File: config.mk
export PLATFORM = sky130hd
export DESIGN_NAME = rp_decouple_ctrl
export DESIGN_NICKNAME = d
export VERILOG_FILES = /design/src/rtl/rp_decouple_ctrl.sv
export SDC_FILE = /design/constraint.sdc
export NUM_CORES = 1
export LEC_CHECK = 0
export BUFFER_PORTS_ARGS = -buffer_cell sky130_fd_sc_hd__buf_4
export CORE_MARGIN = 2
export CORE_UTILIZATION = 45
export CTS_CLUSTER_SIZE = 25
export DETAILED_ROUTE_END_ITERATION = 8
export GPL_ROUTABILITY_DRIVEN = 0
export PLACE_DENSITY_LB_ADDON = 0.2
export SETUP_SLACK_MARGIN = 0.05
export SYNTH_ARGS = -nofsm -noshare
export SYNTH_HDL_FRONTEND = slang
export SYNTH_SLANG_ARGS = --single-unit
File: constraint.sdc
create_clock -name clk -period 2.9 [get_ports clk]
set_input_delay 0.58 -clock clk [delete_from_list [all_inputs] [get_ports clk]]
set_output_delay 0.58 -clock clk [all_outputs]
set_load 0.03 [all_outputs]
File: src/rtl/rp_decouple_ctrl.sv
// Shutdown/decouple controller for a reconfigurable partition.
// Drains AXI-Stream channels to frame boundaries and the RP AXI slave to zero
// outstanding bursts, blocks all boundary traffic, then acknowledges. Also
// throttles AR/AW issue at MAX_OUTSTANDING and bounds the drain with a timeout.
module rp_decouple_ctrl #(
  parameter int unsigned NUM_STREAMS     = 4,
  parameter int unsigned MAX_OUTSTANDING = 8,
  parameter int unsigned TIMEOUT_CYCLES  = 4096
) (
  input  logic                   clk,
  input  logic                   rst,
  input  logic                   shutdown_req,
  output logic                   shutdown_ack,
  output logic                   active,
  output logic                   timeout,
  output logic                   axi_err,
  input  logic [NUM_STREAMS-1:0] st_tvalid,
  input  logic [NUM_STREAMS-1:0] st_tready,
  input  logic [NUM_STREAMS-1:0] st_tlast,
  output logic [NUM_STREAMS-1:0] st_block,
  input  logic                   axi_arvalid,
  input  logic                   axi_arready,
  input  logic                   axi_rvalid,
  input  logic                   axi_rready,
  input  logic                   axi_rlast,
  input  logic                   axi_awvalid,
  input  logic                   axi_awready,
  input  logic                   axi_bvalid,
  input  logic                   axi_bready,
  output logic                   axi_ar_block,
  output logic                   axi_aw_block
);

  localparam int unsigned CW = $clog2(MAX_OUTSTANDING + 1);
  localparam int unsigned TW = 32;

  typedef enum logic [1:0] {
    ST_ACTIVE    = 2'd0,
    ST_DRAIN     = 2'd1,
    ST_DECOUPLED = 2'd2
  } state_t;

  state_t                 state, state_nxt;
  logic [NUM_STREAMS-1:0] in_frame, in_frame_nxt, beat, st_block_nxt;
  logic [CW-1:0]          rd_cnt, rd_cnt_nxt, wr_cnt, wr_cnt_nxt;
  logic [TW-1:0]          timer, timer_nxt;
  logic                   timeout_nxt, axi_err_nxt;
  logic                   ar_block_nxt, aw_block_nxt;
  logic                   rd_inc, rd_dec, wr_inc, wr_dec;
  logic                   drained, expired;

  // Frame tracking and outstanding-burst counters; these run in every state
  always_comb begin
    beat         = st_tvalid & st_tready;
    in_frame_nxt = (beat & ~st_tlast) | (~beat & in_frame);
    rd_inc       = axi_arvalid & axi_arready;
    rd_dec       = axi_rvalid & axi_rready & axi_rlast;
    wr_inc       = axi_awvalid & axi_awready;
    wr_dec       = axi_bvalid & axi_bready;
    rd_cnt_nxt   = rd_cnt;
    wr_cnt_nxt   = wr_cnt;
    axi_err_nxt  = axi_err;
    if (rd_inc && !rd_dec) begin
      rd_cnt_nxt = rd_cnt + CW'(1);
    end else if (rd_dec && !rd_inc) begin
      if (rd_cnt == '0) axi_err_nxt = 1'b1;
      else              rd_cnt_nxt  = rd_cnt - CW'(1);
    end
    if (wr_inc && !wr_dec) begin
      wr_cnt_nxt = wr_cnt + CW'(1);
    end else if (wr_dec && !wr_inc) begin
      if (wr_cnt == '0) axi_err_nxt = 1'b1;
      else              wr_cnt_nxt  = wr_cnt - CW'(1);
    end
  end

  // Next-state and next-output logic; abort beats done, done beats timeout
  always_comb begin
    state_nxt    = state;
    timer_nxt    = timer;
    timeout_nxt  = timeout;
    st_block_nxt = '0;
    drained      = (&st_block) && (rd_cnt == '0) && (wr_cnt == '0);
    expired      = (TIMEOUT_CYCLES != 0) && (timer == TW'(TIMEOUT_CYCLES - 1));
    case (state)
      ST_ACTIVE: begin
        if (shutdown_req) begin
          state_nxt    = ST_DRAIN;
          timer_nxt    = '0;
          timeout_nxt  = 1'b0;
          st_block_nxt = ~in_frame_nxt;
        end
      end
      ST_DRAIN: begin
        if (!shutdown_req) begin
          state_nxt = ST_ACTIVE;
        end else if (drained) begin
          state_nxt    = ST_DECOUPLED;
          st_block_nxt = '1;
        end else if (expired) begin
          state_nxt    = ST_DECOUPLED;
          timeout_nxt  = 1'b1;
          st_block_nxt = '1;
        end else begin
          timer_nxt    = timer + TW'(1);
          st_block_nxt = st_block | ~in_frame_nxt;
        end
      end
      ST_DECOUPLED: begin
        if (!shutdown_req) state_nxt    = ST_ACTIVE;
        else               st_block_nxt = '1;
      end
      default: state_nxt = ST_ACTIVE;
    endcase
    ar_block_nxt = (state_nxt != ST_ACTIVE) || (rd_cnt_nxt == CW'(MAX_OUTSTANDING));
    aw_block_nxt = (state_nxt != ST_ACTIVE) || (wr_cnt_nxt == CW'(MAX_OUTSTANDING));
  end

  // State register
  always_ff @(posedge clk) begin
    if (rst) state <= ST_ACTIVE;
    else     state <= state_nxt;
  end

  // Tracking registers and registered outputs
  always_ff @(posedge clk) begin
    if (rst) begin
      in_frame     <= '0;
      rd_cnt       <= '0;
      wr_cnt       <= '0;
      timer        <= '0;
      active       <= 1'b1;
      shutdown_ack <= 1'b0;
      timeout      <= 1'b0;
      axi_err      <= 1'b0;
      st_block     <= '0;
      axi_ar_block <= 1'b0;
      axi_aw_block <= 1'b0;
    end else begin
      in_frame     <= in_frame_nxt;
      rd_cnt       <= rd_cnt_nxt;
      wr_cnt       <= wr_cnt_nxt;
      timer        <= timer_nxt;
      active       <= (state_nxt == ST_ACTIVE);
      shutdown_ack <= (state_nxt == ST_DECOUPLED);
      timeout      <= timeout_nxt;
      axi_err      <= axi_err_nxt;
      st_block     <= st_block_nxt;
      axi_ar_block <= ar_block_nxt;
      axi_aw_block <= aw_block_nxt;
    end
  end

endmodule

### Word-level counts from Yosys, hierarchy flattened

Index checks and enable logic that the tools add are counted.
Widths: inputs -> output; s select.

* word-level logic and storage cells: 96
* register bits after elaboration: 56
* output and inout bits: 10
* input port bits: 24

* add/subtract/negate cells: 5
* eq/ne operators: 11
* reduce and logical (&&, ||, !) cells: 21
* multiplexer cells: 34
* bitwise operators: 13

Operator list (count)
* $mux 32: 4
* $pmux 32 s2: 1
* $mux 4: 11
* $add 32x1->32 const B: 1
* $eq 32x12->1 const B: 1
* $and 4x4->4: 3
* $not 4->4: 3
* $pmux 4 s3: 1
* $mux 1: 10
* $mux 2: 5
* $ne 2x2->1 const B: 5
* $reduce_and 5->1: 2
* $add 4x1->4 const B: 2
* $eq 4x4->1 const B: 2
* $logic_not 4->1: 2
* $or 4x4->4: 2
* $sub 4x1->4 const B: 2
* $logic_and 1x1->1: 6
* $pmux 2 s3: 1
* $and 1x1->1: 5
* $eq 2x2->1 const B: 2
* $logic_not 1->1: 4
* $logic_not 2->1: 2
* $reduce_and 4->1: 1
* other kinds (4): 6

### Longest topological paths before layout

* depth after elaboration: 10
* depth in mapped cells: 9

### Worst setup path after synthesis

No wires, ideal clock.

* path kind: register -> register
* start point: register timer[0]
* end point: register timer[10]
* arrival: 2.032 ns
* cell stages (with the launch flop): 9
* path slack: 0.730 ns
* path buffers: 1
* data required time: 2.762 ns
* clock period less this slack: 2.170 ns
* path through: dfxtp_1 > ha_1 > nand2_1 > or3_4 > o41a_4 > o21ai_2 > buf_4 > or3_1 > a21oi_2

* longest elaborated chain between the ends: 5

RTL lines
* from (decl): RTL line 46 `logic [TW-1:0] timer, timer_nxt;`
* from (signal assigned): RTL line 143 `timer <= timer_nxt;`
* $add 32x1->32: RTL line 105 `timer_nxt = timer + TW'(1);`
* $mux 32: RTL line 100 `end else if (expired) begin`
* $mux 32: RTL line 97 `end else if (drained) begin`
* $mux 32: RTL line 95 `if (!shutdown_req) begin`
* $pmux 32 s2: RTL line 85 `case (state)`

Several ways; a longest one is shown, not always the timed one. The select of a mux whose other input is x is not followed.
A chain may end at the register's enable or synchronous reset.

### Final worst setup path

* start point: register wr_cnt[0]
* end point: register timer[10]

* longest elaborated chain between the ends: 4

RTL lines
* from (decl): RTL line 45 `logic [CW-1:0] rd_cnt, rd_cnt_nxt, wr_cnt, wr_cnt_nxt;`
* from (signal assigned): RTL line 142 `wr_cnt <= wr_cnt_nxt;`
* $logic_not 4->1: RTL line 83 `drained = (&st_block) && (rd_cnt == '0) && (wr_cnt == '0);`
* $logic_and 1x1->1: RTL line 83
* $ne 2x2->1 (no source line)
* $reduce_and 5->1 (no source line)

Every way passes these cells.

==> flow_metrics.env <==
export IMPL_status="finished clean"
export IMPL_synthToLayoutAreaGrowth_pct=13.8
export IMPL_finClkSkew_ns=0.00753
export IMPL_numCtsBuffers=5
export IMPL_rsz0062_at_grt="no"
export IMPL_finalWorstSetupSlack_ns=0.352
export IMPL_initial_utilization_pct=46.8
export IMPL_synth_edf_count=0
export IMPL_seq_area_frac_synth_pct=37.3
export IMPL_cp_required_ns=3.10
export IMPL_cp_end_kind="register"
export IMPL_drc=0
export IMPL_synth_cells=361
export IMPL_grt_usage_pct=18.9
export IMPL_cts_resized=0
export IMPL_overflow=0
export IMPL_cp_cell_sequence="inv_1 -> ha_1 -> nor3b_1 -> nand3_1 -> o41a_4 -> o21ai_2 -> or3_1 -> a21oi_2"
export IMPL_io_buffers=33
export IMPL_cts_tree="done"
export IMPL_fin_crit_ns=2.55
export IMPL_nNetsFinal=420
export IMPL_timing_rr_start="wr_cnt[0]"
export IMPL_startpoint_type="register"
export IMPL_cts_sinks=56
export IMPL_arrival_ns=2.75
export IMPL_ctsLongestPathBuffers=2
export IMPL_cts_clk_slew_worst_paths_ns=0.10
export IMPL_maxSlewViolCount=0
export IMPL_highest_layer="met4"
export IMPL_vias=2709
export IMPL_synth_avg_cell_area_sq_um=8.33
export IMPL_worst_path_buf_inv=1
export IMPL_relSlewSlack_pct=52.3
export IMPL_cts_setup_buffers=0
export IMPL_drt_initial_drc_count=190
export IMPL_critPathLaunch="wr_cnt[0]"
export IMPL_viasPerCell=5.78
export IMPL_seqPwrFrac_pct=53.7
export IMPL_cellLeakagePower_nw=1.18
export IMPL_antenna_found_initial=0
export IMPL_cts_root_buf="clkbuf_8"
export IMPL_grt_max_degree=26
export IMPL_dr_pass1_iters=4
export IMPL_synth_seq_cells=56
export IMPL_clkLatencyLatePin_ns=0.31
export IMPL_dominantRegCellSynth="dfxtp_1"
export IMPL_layout_common_cells="dfxtp_1 (56), nor2_1 (43), buf_4 (36), nand2_1 (33), a21oi_1 (28)"
export IMPL_grt_pass1_wl_mm=11.3
export IMPL_ir_drop_mv=0.248
export IMPL_post_route_period_util_pct=87.9
export IMPL_coreArea_sq_um=6420
export IMPL_ctsHoldBuffers=0
export IMPL_place_ws_ns=0.443
export IMPL_drt_wirelength_per_cell_um=14.1
export IMPL_p_per_area_nw_per_um2=437
export IMPL_fp_dieH_um=85.7
export IMPL_intPower_w=0.00112
export IMPL_final_common_cell="dfxtp_1"
export IMPL_finalSetupViolations=0
export IMPL_dr_wl_met3_um=263
export IMPL_holdCritStartpoint="timeout"
export IMPL_final_hold_violation_count=0
export IMPL_max_stage_delay_ns=0.62
export IMPL_drive_gt1_share_pct=20.7
export IMPL_dieArea_sq_um=7350
export IMPL_setup_worst_path_class="register to register"
export IMPL_clkPwrFrac_pct=34.1
export IMPL_async_flop_share_pct=0
export IMPL_slowest_stage="nor3b_1"
export IMPL_swShare_pct=25.3
export IMPL_p_sw_w=0.000377
export IMPL_ys_warn_count=0
export IMPL_cts_htree_levels=2
export IMPL_drv_cap=0
export IMPL_p_comb_share_pct=12.2
export IMPL_drt_met1_wl_mm=3.26
export IMPL_finalWirelength_mm=6.63
export IMPL_grt_pass1_vias=2456
export IMPL_syn_area_sq_um=3010
export IMPL_synth_nets=390
export IMPL_synthDistinctLibCells=59
export IMPL_antenna_cells=0
export IMPL_crit_family="simple AND/OR/NAND/NOR gates"
export IMPL_fp_dieW_um=85.7
export IMPL_place_hpwl_mm=4.94
export IMPL_worstMarginPinSlew_ns=0.714
export IMPL_num_rows=29
export IMPL_antenna_left=0
export IMPL_fmax_mhz=392
export IMPL_path_max_fanout=11
export IMPL_tns_ns=0
export IMPL_wl_met2_mm=3.04
export IMPL_hold_path_class="register to register"
export IMPL_io_pin_count=34
==> sequential cells by signal, indices dropped and copies added (netlist names), 2 cells and up <==
| signal | count |
|---|---|
| timer | 32 |
| in_frame | 4 |
| rd_cnt | 4 |
| st_block | 4 |
| wr_cnt | 4 |
| state | 2 |
==> synthesized netlist by cell type, types with 4 or more instances <==
cell type | count | area share, %
o21ai_1 | 5 | 0.83
nand4_1 | 10 | 2.1
a21oi_2 | 12 | 3.5
a31oi_1 | 4 | 0.83
inv_1 | 8 | 1.0
o21ai_2 | 13 | 3.8
nor3b_1 | 4 | 1.0
o21ai_0 | 9 | 1.5
nor2_1 | 43 | 5.4
and3_1 | 6 | 1.2
clkbuf_1 | 9 | 1.1
or3_1 | 19 | 4.0
a21oi_1 | 28 | 4.7
dfxtp_1 | 56 | 37
xnor2_1 | 9 | 2.6
ha_1 | 5 | 2.1
nor4_1 | 9 | 1.9
nor3_1 | 7 | 1.2
nand2_1 | 33 | 4.1
nand3_1 | 15 | 2.5
==> logic make-up (layout without fill, tap and decap cells) <==
family,count (synthesis),in the layout,synth area share (%)
AND/OR/NAND/NOR,166,166,28.6
AO/OA/AOI/OAI,98,98,24.5
flip-flops,56,56,37.3
buffers and inverters,22,53,3.21
XOR/XNOR,10,10,2.91
adder cells (fa/ha/maj),5,5,2.08
multiplexers,4,4,1.37
==> per-layer routing <==
metal	up-vias	global-route usage, %
met4	0	4.62
met2	55	31.5
met3	9	3.85
met5	-	0
met1	1251	25.0
li1	1394	-
==> layout make-up <==
class,count,area [sq um]
clock buffer,5,68.8
clock inverter,3,42.5
fill,622,3000
inverter,9,33.8
multi-input combinational,283,1790
sequential,56,1120
tap,77,96.3
timing repair buffer,36,270
==> tightest hold or removal path, cell delays in order, from the launching register on <==
cell	delay (ns)
dfxtp_1	0.33
inv_1	0.05
a21oi_1	0.05
==> metrics by stage <==
step                cells  area [sq um]  hold slack, ns  total power, W  utilization (%)
floorplan             361          3010           0.442        0.000936                -
global placement      461          3310           0.439        0.000998             51.5
detailed placement    461          3310           0.443         0.00100             51.5
CTS                   469          3420           0.459         0.00151             53.3
global route          469          3420           0.478         0.00156             53.3
finish                469          3420           0.456         0.00149             53.3
==> path summary, 6_finish.rpt <==
path | endpoint | slack [ns] | cells past startpoint
max reg2reg | timer[10] | 0.35 | 8
min reg2reg | timeout | 0.46 | 2
max | timer[10] | 0.35 | 8
min | timeout | 0.46 | 2
==> power groups by stage <==
| stage | Combinational, W | Clock (W) | Sequential, W |
|---|---|---|---|
| floorplan | 0.000106 | 0 | 0.000830 |
| global placement | 0.000179 | 0 | 0.000819 |
| detailed placement | 0.000181 | 0 | 0.000819 |
| CTS | 0.000182 | 0.000525 | 0.000802 |
| global route | 0.000202 | 0.000557 | 0.000805 |
| finish | 0.000182 | 0.000510 | 0.000802 |
Note: power is estimated with default switching activity, not from simulation.
